$ cat src/rtl/conv_sequencer.sv
// Per-channel shift-add convolution sequencer: walks the rj segments and issues
// rj/coeff/data read addresses plus accumulator strobes for one output sample.
module conv_sequencer #(
   parameter int RJ_COUNT        = 16,
   parameter int RJ_WIDTH        = 16,
   parameter int COEFF_ADDR_BITS = 9,
   parameter int COEFF_WIDTH     = 16,
   parameter int SIGN_BIT        = 8,
   parameter int DATA_ADDR_BITS  = 8
) (
   input  logic                        sclk,
   input  logic                        reset,
   input  logic                        start_conv,
   input  logic [DATA_ADDR_BITS-1:0]   sample_ptr,
   input  logic                        hist_clr,
   input  logic [RJ_WIDTH-1:0]         rj_in,
   input  logic [COEFF_WIDTH-1:0]      coeff_in,
   output logic [$clog2(RJ_COUNT)-1:0] rj_addr,
   output logic [COEFF_ADDR_BITS-1:0]  coeff_addr,
   output logic [DATA_ADDR_BITS-1:0]   data_addr,
   output logic                        acc_clr,
   output logic                        acc_en,
   output logic                        acc_sub,
   output logic                        data_zero,
   output logic                        acc_shift,
   output logic                        done,
   output logic                        busy,
   output logic                        overrun,
   output logic                        coeff_ovf
);

   localparam int RA_W  = $clog2(RJ_COUNT);
   localparam int REM_W = COEFF_ADDR_BITS + 1;
   localparam logic [RA_W-1:0] RJ_LAST = RA_W'(RJ_COUNT - 1);

   typedef enum logic [2:0] {S_IDLE, S_LOAD, S_TERM, S_SHIFT, S_DONE} state_t;

   state_t                      state_q, state_d;
   logic [RA_W-1:0]             rj_addr_q, rj_addr_d;
   logic [COEFF_ADDR_BITS-1:0]  coeff_addr_q, coeff_addr_d;
   logic [REM_W-1:0]            rem_q, rem_d;
   logic [DATA_ADDR_BITS-1:0]   ptr_q, ptr_d;
   logic [DATA_ADDR_BITS-1:0]   hist_q, hist_d;
   logic                        ovr_q, ovr_d;
   logic                        covf_q, covf_d;
   logic [DATA_ADDR_BITS-1:0]   lag;
   logic [REM_W-1:0]            rj_cnt;

   assign lag    = coeff_in[DATA_ADDR_BITS-1:0];
   assign rj_cnt = rj_in[COEFF_ADDR_BITS:0];

   // Upper word bits carry no meaning for sequencing.
   logic unused_bits;
   assign unused_bits = ^{rj_in[RJ_WIDTH-1:REM_W], coeff_in[COEFF_WIDTH-1:SIGN_BIT+1]};

   always_ff @(posedge sclk) begin
      if (reset) begin
         state_q      <= S_IDLE;
         rj_addr_q    <= '0;
         coeff_addr_q <= '0;
         rem_q        <= '0;
         ptr_q        <= '0;
         hist_q       <= '0;
         ovr_q        <= 1'b0;
         covf_q       <= 1'b0;
      end else begin
         state_q      <= state_d;
         rj_addr_q    <= rj_addr_d;
         coeff_addr_q <= coeff_addr_d;
         rem_q        <= rem_d;
         ptr_q        <= ptr_d;
         hist_q       <= hist_d;
         ovr_q        <= ovr_d;
         covf_q       <= covf_d;
      end
   end

   always_comb begin
      state_d      = state_q;
      rj_addr_d    = rj_addr_q;
      coeff_addr_d = coeff_addr_q;
      rem_d        = rem_q;
      ptr_d        = ptr_q;
      hist_d       = hist_q;
      ovr_d        = ovr_q;
      covf_d       = covf_q;
      data_addr    = '0;
      acc_clr      = 1'b0;
      acc_en       = 1'b0;
      acc_sub      = 1'b0;
      data_zero    = 1'b0;
      acc_shift    = 1'b0;
      done         = 1'b0;

      if (state_q != S_IDLE && start_conv) ovr_d = 1'b1;

      case (state_q)
         S_IDLE: if (start_conv) begin
            ptr_d        = sample_ptr;
            rj_addr_d    = '0;
            coeff_addr_d = '0;
            acc_clr      = 1'b1;
            state_d      = S_LOAD;
         end
         S_LOAD: begin
            rem_d   = rj_cnt;
            state_d = (rj_cnt == '0) ? S_SHIFT : S_TERM;
         end
         S_TERM: begin
            // Lags beyond the recorded history reach before the first sample.
            data_addr    = ptr_q - lag;
            acc_en       = 1'b1;
            acc_sub      = coeff_in[SIGN_BIT];
            data_zero    = lag > hist_q;
            coeff_addr_d = coeff_addr_q + 1'b1;
            if (&coeff_addr_q) covf_d = 1'b1;
            rem_d        = rem_q - 1'b1;
            if (rem_q == REM_W'(1)) state_d = S_SHIFT;
         end
         S_SHIFT: begin
            acc_shift = 1'b1;
            if (rj_addr_q == RJ_LAST) state_d = S_DONE;
            else begin
               rj_addr_d = rj_addr_q + 1'b1;
               state_d   = S_LOAD;
            end
         end
         S_DONE: begin
            done    = 1'b1;
            if (!(&hist_q)) hist_d = hist_q + 1'b1;
            state_d = S_IDLE;
         end
         default: state_d = S_IDLE;
      endcase

      if (hist_clr) hist_d = '0;
   end

   assign busy       = (state_q != S_IDLE);
   assign rj_addr    = rj_addr_q;
   assign coeff_addr = coeff_addr_q;
   assign overrun    = ovr_q;
   assign coeff_ovf  = covf_q;

endmodule
$ cat config.mk
export PLATFORM = sky130hd
export DESIGN_NAME = conv_sequencer
export DESIGN_NICKNAME = d
export VERILOG_FILES = /design/src/rtl/conv_sequencer.sv
export SDC_FILE = /design/constraint.sdc
export NUM_CORES = 1
export LEC_CHECK = 0
export ABC_AREA = 0
export BUFFER_PORTS_ARGS = -buffer_cell sky130_fd_sc_hd__buf_4
export CORE_MARGIN = 2
export CORE_UTILIZATION = 54
export CTS_BUF_LIST = sky130_fd_sc_hd__clkbuf_8
export DETAILED_ROUTE_END_ITERATION = 7
export PLACE_DENSITY_LB_ADDON = 0.08
export SETUP_SLACK_MARGIN = 0.02
export SLEW_MARGIN = 20
export SYNTH_ARGS = -nofsm -noshare
export SYNTH_HDL_FRONTEND = slang
export SYNTH_SLANG_ARGS = --single-unit
$ cat constraint.sdc
create_clock -name sclk -period 2.4 [get_ports sclk]
set_clock_uncertainty 0.15 [all_clocks]
set_input_delay 0.36 -clock sclk [delete_from_list [all_inputs] [get_ports sclk]]
set_output_delay 0.36 -clock sclk [all_outputs]
set_load 0.02 [all_outputs]
Yosys cells after proc, flatten, opt, wreduce, memory -nomap -nowiden
Index checks and enable logic that the tools add are counted.
Widths: inputs -> output; s select.
- mux-type cells: 19
- bitwise logic cells: 1
- reduce and logical (&&, ||, !) cells: 15
- add/sub/neg operators: 5
- order comparisons: 1
- equal/unequal tests: 9
- operator list (kind ; number):
    $pmux 10 s2 ; 1
    $pmux 9 s2 ; 1
    $pmux 3 s4 ; 1
    $eq 10x1->1 const B ; 1
    $logic_not 10->1 ; 1
    $reduce_and 10->1 ; 1
    $sub 10x1->10 const B ; 1
    $add 9x1->9 const B ; 1
    $mux 3 ; 3
    $mux 9 ; 1
    $add 8x1->8 const B ; 1
    $gt 8x8->1 ; 1
    $mux 1 ; 8
    $mux 4 ; 2
    $mux 8 ; 1
    $pmux 4 s2 ; 1
    $reduce_and 2->1 ; 4
    $reduce_and 8->1 ; 1
    $sub 8x8->8 ; 1
    $eq 3x2->1 const B ; 2
    $ne 2x2->1 const B ; 3
    $reduce_bool 2->1 ; 3
    $add 4x1->4 const B ; 1
    $eq 4x4->1 const B ; 1
    other kinds (8) ; 8
- input bits: 44
- output and inout port bits: 30
- word-level logic and storage cells: 58
- bits in registers: 44

Longest topological paths before layout
Gate-level depths: netlist of run 1.
- depth after elaboration: 3
- gate-level depth with buffers: 8
- gate-level depth less buffers: 8

Worst setup path before layout of run 1
OpenSTA, ideal clock, no wires.
- path kind: reg2out
- from: reg state_q[2]
- to: out data_addr[6]
- stages on the path, launching flop included: 7
- buffers on the path: 2
- data arrival time: 1.880 ns
- required time: 1.890 ns
- setup slack: 0.010 ns
- path through: dfxtp_1 -> clkbuf_1 -> or3b_1 -> inv_1 -> buf_1 -> nand3_1 -> o211ai_1
- cells in the longest elaborated chain, start to end: 2
- ends and longest elaborated chain (element ; line ; source):
    start: declaration ; 38 ; state_t state_q, state_d;
    start signal: assignment ; 67 ; state_q <= state_d;
    $eq 3x2->1 ; 97 ; case (state_q)
    $mux 8 ; 97 ;
    end: declaration ; 20 ; output logic [DATA_ADDR_BITS-1:0] data_addr,
Every way passes these cells.

Worst setup path after layout of run 1
- from: reg state_q[1]
- to: out data_addr[5]
The elaborated chain is that of the path after synthesis.

==> results of run 1 <==
-- flip-flops by register name (all words and copies together), names as in the netlist --
signal	count
coeff_addr	9
ptr_q	8
hist_q	8
coeff_ovf	1
overrun	1
rem_q	10
state_q	3
rj_addr	4
-- what timing repair did --
action,CTS,global route
gates resized for setup,12,15
pin swaps,2,6
setup endpoints to repair,6,7
setup buffers,3,1
-- per-layer routing --
layer / wire length, um / vias up
met3: 346 / 8
met1: 3110 / 1291
met5: 0 / -
met2: 3290 / 79
met4: 67 / 0
li1: - / 1372
-- path summary, 6_finish.rpt --
path	start	to	slack (ns)	cells past startpoint
worst min-delay path	sample_ptr[0]	ptr_q[0]	0.15	3
worst max register to register	state_q[1]	rem_q[0]	0.31	5
worst min register to register	hist_q[7]	hist_q[7]	0.32	1
worst max-delay path	state_q[1]	data_addr[5]	-0.03	5
-- final cells by class --
cell class,count,area [um2],share of cell area (%)
clock buffer,6,82.6,2.38
clock inverter,2,38.8,1.12
inverter,24,90.1,2.60
multi-input combinational,256,1710,49.4
sequential,44,890,25.6
tap,67,83.8,2.42
timing repair buffer,75,571,16.5
-- cell families after synthesis --
group	Yosys count
simple gates	135
compound gates	89
flops	44
buf+inv	41
fa+ha+maj	21
xor+xnor	9
mux	2
-- synthesized netlist by cell type (all sizes together), types with 3 or more instances --
cell type and instances:
and2 3, nand3 11, nor3b 3, a311oi 3
nand4 4, o311ai 3, nor3 9, buf 6
nand2 30, nor2 41, a21oi 33, and4 4
inv 24, a31oi 4, xor2 5, a41oi 3
and3 3, ha 20, or3 6, nor4 3
o21ai 18, or4 4, a32oi 4, clkbuf 11
xnor2 4, dfxtp 44, a211oi 3, o211ai 4
-- worst reg2reg max path, stage by stage, from the launching register on --
cell       delay, ns
dfxtp_2         0.34
or3b_4          0.42
inv_1           0.24
buf_4           0.27
nor2_1          0.17
a2111oi_0       0.39
-- where the power goes --
group          total, mW  switching [mW]  leakage [nW]  internal, mW
registers          0.817          0.0400         0.361         0.777
clock network      0.606           0.265        0.0614         0.341
logic              0.577           0.321          1.02         0.256
total               2.00           0.626          1.44          1.37
-- stage by stage --
stage / power [mW] / utilization, % / area [um2] / TNS, ns / hold WS (ns)
4_1_cts: 1.99 / 71.4 / 3400 / -0.00745 / 0.146
3_3_place_gp: 1.34 / 67.5 / 3210 / 0 / 0.295
6_report: 2.00 / 72.9 / 3470 / -0.0286 / 0.148
2_1_floorplan: 1.17 / - / 2660 / 0 / 0.286
3_5_place_dp: 1.36 / 67.5 / 3210 / 0 / 0.300
5_1_grt: 2.12 / 72.9 / 3470 / -0.227 / 0.149
==> flow_metrics.py, run 1 <==
metrics = {
    "outcome": {
        "status": "finished, violations left",
        "violations": "negative setup slack",
    },
    "grt": {
        "antenna_found_initial": 0,
        "overflow": 0,
        "top_usage_layer": "met2",
        "use_met1_pct": 34.4,
        "grt_max_degree": 39,
        "grt_pass1_vias": 2439,
        "met2_usage_pct": 42.4,
        "grt_use_met3_pct": 3.39,
        "grt_util_all_layers_pct": 25.3,
        "grt_pass1_wl_mm": 11.0,
    },
    "yosys": {
        "synthMuxAreaShare_pct": 0.752,
        "synth_enable_flop_cells": 0,
        "ys_warn_count": 0,
        "synthXorXnorAreaFrac_pct": 2.96,
        "yosysSeqAreaShare_pct": 33.1,
        "synth_top_family_by_area": "simple AND/OR/NAND/NOR gates",
        "synth_seq_cells": 44,
        "synth_ff_type": "dfxtp_1",
        "netlist_area_um2": 2660,
        "synth-async-reset-ratio_pct": 0,
        "synthSimpleGateAreaFrac_pct": 25.9,
        "syn_inst": 341,
        "synth_top_area_share_pct": 33.1,
        "synthAdderAreaFrac_pct": 10.2,
        "yosys-top-cells-area": "dfxtp_1 33%, ha_1 9.4%, a21oi_1 6.2%",
        "synth_largest_area_cell": "dfxtp_1",
        "ys_types": 52,
        "synth_compound_area_share_pct": 21.1,
        "postSynthAreaPerCell_um2": 7.81,
        "synth_fp_nets": 406,
    },
    "setup_path": {
        "worst_setup_path_end_kind": "output port",
        "critPathKind": "flip-flop to output port",
        "crit_slowest_cell": "or3b_4",
        "cp.arrival_ns": 1.92,
        "cp_top_family": "simple AND/OR/NAND/NOR gates",
        "crit_top_cell": "or3_1",
        "critPathLaunchType": "flip-flop",
        "crit_chain": "or3b_4, or3_1, or3_1, nand3_1, buf_6",
        "critPathMaxFanout": 5,
        "crit_buf_inv": 1,
        "cpPeakStageDelay_ns": 0.42,
        "worstPathRequired_ns": 1.89,
    },
    "sta": {
        "drv_slew": 0,
        "hold_viol": 0,
        "period_minus_slack_ns": 2.43,
        "finalSetupViolCount": 1,
        "worst_slew_pin_slew_ns": 0.503,
        "timing.fmax_mhz": 412,
        "fin_ws_ns": -0.0286,
        "slew_headroom_pct": 66.3,
        "rsz0062_at_grt": "yes",
        "fin_crit_sh_pct": 101,
    },
    "hold_path": {
        "min_path_type": "primary input to flip-flop",
    },
    "cts": {
        "clock_sinks": 44,
        "cts_hold_buf": 0,
        "clk_pin_slew_ns": 0.09,
        "cts_tree": "yes",
        "clockBufferDepth": 2,
        "cts_root_buf": "clkbuf_8",
        "htreeDepth": 2,
        "clock_latency_ns": 0.30,
        "cts_inserted_buffers": 5,
    },
    "power": {
        "peakVddDrop_uv": 340,
        "p_leak_nw": 1.44,
        "powerDensity_nw_per_um2": 576,
    },
    "routing": {
        "drt_drc_violations_left": 0,
        "first_pass_iters": 4,
        "wl_mm": 6.82,
        "drtIter0Drc": 236,
        "vias": 2750,
        "wire_per_inst_um": 14.4,
        "postRouteAntennaNets": 0,
        "vias_per_cell": 5.80,
    },
    "finish": {
        "mostFrequentLayoutCell": "buf_4",
        "drive_gt1_share_pct": 26.8,
        "nFillCells": 407,
        "n_antenna_cell": 0,
        "fin_cells": 474,
        "nets": 471,
        "mostFrequentLayoutCells": "73 x buf_4, 41 x nor2_1, 37 x dfxtp_1, 32 x a21oi_1, 30 x nand2_1",
        "area_growth_pct": 30.3,
    },
    "floorplan": {
        "pin_count": 74,
        "die_x_um": 74.2,
        "dieHeight_um": 74.2,
        "start_util_pct": 56.0,
        "rows": 25,
        "coreArea_um2": 4750,
        "die_area_um2": 5510,
    },
    "place": {
        "gp_congestion": 0.809,
        "place_ws_ns": 0.0592,
        "dp_hpwl_mm": 4.83,
        "placedCellCount": 462,
        "io_buffers": 60,
    },
    "job": {
        "max-cap-violations": 0,
    },
}
Power figures use the tool's default switching activity.
==> inputs of run 2 (changes only) <==
--- a/config.mk
+++ b/config.mk
@@ -12,6 +12,7 @@
 export CTS_BUF_LIST = sky130_fd_sc_hd__clkbuf_8
 export DETAILED_ROUTE_END_ITERATION = 7
 export PLACE_DENSITY_LB_ADDON = 0.08
+export RECOVER_POWER = 25
 export SETUP_SLACK_MARGIN = 0.02
 export SLEW_MARGIN = 20
 export SYNTH_ARGS = -nofsm -noshare
==> run 2 against run 1 <==
Compared with the run above: the flow still finishes with violations (negative setup slack); register-to-register slack about the same; via count is 0.47% lower; core utilization down 1.2 points; worst setup slack hardly changed; routed wire length down 0.26%; final cell count unchanged; non-clock buffer count unchanged; sequential share of layout area increased by 0.42 points; sequential cell count stayed put; total power down 0.14%; maximum frequency barely moved; final area is 1.6% lower; critical path type unchanged.
==> flow_metrics.py, run 2 (same netlist as run 1, synthesis figures left out) <==
metrics = {
    "routing": {
        "wire_per_inst_um": 14.3,
        "vias_per_cell": 5.77,
        "drtIter0Drc": 230,
        "drt_drc_violations_left": 0,
        "postRouteAntennaNets": 0,
        "vias": 2737,
        "first_pass_iters": 4,
        "wl_mm": 6.80,
    },
    "cts": {
        "clk_pin_slew_ns": 0.09,
        "clock_latency_ns": 0.30,
        "cts_inserted_buffers": 5,
        "cts_tree": "yes",
        "htreeDepth": 2,
        "clockBufferDepth": 2,
        "cts_hold_buf": 0,
        "clock_sinks": 44,
        "cts_root_buf": "clkbuf_8",
    },
    "floorplan": {
        "pin_count": 74,
        "rows": 25,
        "die_x_um": 74.2,
        "start_util_pct": 56.0,
        "dieHeight_um": 74.2,
        "die_area_um2": 5510,
        "coreArea_um2": 4750,
    },
    "sta": {
        "worst_slew_pin_slew_ns": 0.499,
        "fin_crit_sh_pct": 101,
        "slew_headroom_pct": 66.6,
        "hold_viol": 0,
        "rsz0062_at_grt": "yes",
        "timing.fmax_mhz": 412,
        "finalSetupViolCount": 2,
        "fin_ws_ns": -0.0287,
        "period_minus_slack_ns": 2.43,
        "drv_slew": 0,
    },
    "finish": {
        "fin_cells": 474,
        "nets": 471,
        "final_core_util_pct": 71.8,
        "drive_gt1_share_pct": 23.1,
        "regArea_um2": 890,
        "largest_register": "rem_q",
        "mostFrequentLayoutCell": "buf_4",
        "largest_reg_flops": 10,
        "nFillCells": 418,
        "n_antenna_cell": 0,
        "area_growth_pct": 28.1,
        "multiInputGateArea_um2": 1710,
        "mostFrequentLayoutCells": "58 x buf_4, 41 x nor2_1, 37 x dfxtp_1, 32 x a21oi_1, 30 x nand2_1",
    },
    "setup_path": {
        "critPathKind": "flip-flop to output port",
        "worstPathRequired_ns": 1.89,
        "crit_chain": "or3b_4, or3_1, or3_1, nand3_1, buf_6",
        "r2r_cells": 5,
        "cp_top_family": "simple AND/OR/NAND/NOR gates",
        "critPathMaxFanout": 5,
        "crit_buf_inv": 1,
        "crit_top_cell": "or3_1",
        "critPathLaunchType": "flip-flop",
        "cp.arrival_ns": 1.92,
        "worst_setup_path_end_kind": "output port",
        "cpPeakStageDelay_ns": 0.42,
        "crit_slowest_cell": "or3b_4",
        "cp.depth": 5,
    },
    "grt": {
        "grt_util_all_layers_pct": 25.3,
        "grt_max_degree": 39,
        "antenna_found_initial": 0,
        "grt_pass1_vias": 2439,
        "overflow": 0,
        "grt_pass1_wl_mm": 11.0,
    },
    "hold_path": {
        "min_path_type": "primary input to flip-flop",
        "hold_depth": 3,
    },
    "outcome": {
        "violations": "negative setup slack",
        "status": "finished, violations left",
    },
    "place": {
        "gp_congestion": 0.809,
        "io_buffers": 60,
        "dp_hpwl_mm": 4.83,
        "placedCellCount": 462,
    },
    "power": {
        "powerDensity_nw_per_um2": 585,
        "peakVddDrop_uv": 340,
        "p_leak_nw": 1.37,
    },
    "job": {
        "max-cap-violations": 0,
    },
}
run 2: cell types whose count changed in the layout (fill, tap and decap cells not counted):
cell	delta
buf_4	-15
clkbuf_1	+15
run 2: timing repair:
action | in CTS | in global routing
resized for setup | 12 | 15
setup buffers | 3 | 1
hold endpoints to repair | 0 | 0
setup endpoints to repair | 6 | 7
pin swaps | 2 | 6
run 2: through the flow:
stage | total power [mW] | setup TNS [ns] | cell area, um2 | hold WS, ns | worst slack (ns)
after global placement | 1.34 | 0 | 3210 | 0.295 | 0.0918
after CTS | 1.99 | -0.00745 | 3400 | 0.146 | -0.00745
final | 2.00 | -0.0388 | 3410 | 0.147 | -0.0287
after detailed placement | 1.36 | 0 | 3210 | 0.300 | 0.0592
after global routing | 2.12 | -0.227 | 3410 | 0.149 | -0.0805
after floorplan | 1.17 | 0 | 2660 | 0.286 | 0.121
run 2: cell type report:
class	instances	area share (%)
multi-input combinational	256	50.2
sequential	44	26.1
timing repair buffer	75	15.1
inverter	24	2.64
tap	67	2.46
clock buffer	6	2.42
clock inverter	2	1.14
run 2: power by group:
| part | total [mW] | internal [mW] | switching [mW] |
|---|---|---|---|
| logic | 0.572 | 0.252 | 0.320 |
| clock network | 0.607 | 0.341 | 0.266 |
| registers | 0.817 | 0.777 | 0.0402 |
| total | 2.00 | 1.37 | 0.627 |
run 2: routing by layer:
metal  track usage (%)  up-vias  share of wire [%]
met4              7.14        0               0.94
met5                 0        -                  0
li1                  -     1368                  -
met2              42.4       77                 48
met3              3.39        6                4.8
met1              34.4     1286                 46
run 2: final timing paths:
kind | endpoint | slack, ns | startpoint
min | ptr_q[0] | 0.15 | sample_ptr[0]
max | data_addr[5] | -0.03 | state_q[1]
max reg2reg | rem_q[0] | 0.32 | state_q[1]
min reg2reg | hist_q[7] | 0.32 | hist_q[7]
run 2: worst min-delay path, delay by kind of cell:
family | cells | cell delay [ns]
AOI/OAI and AO/OA | 1 | 0.05
buffers and inverters | 1 | 0.11
and+or+nand+nor | 1 | 0.05
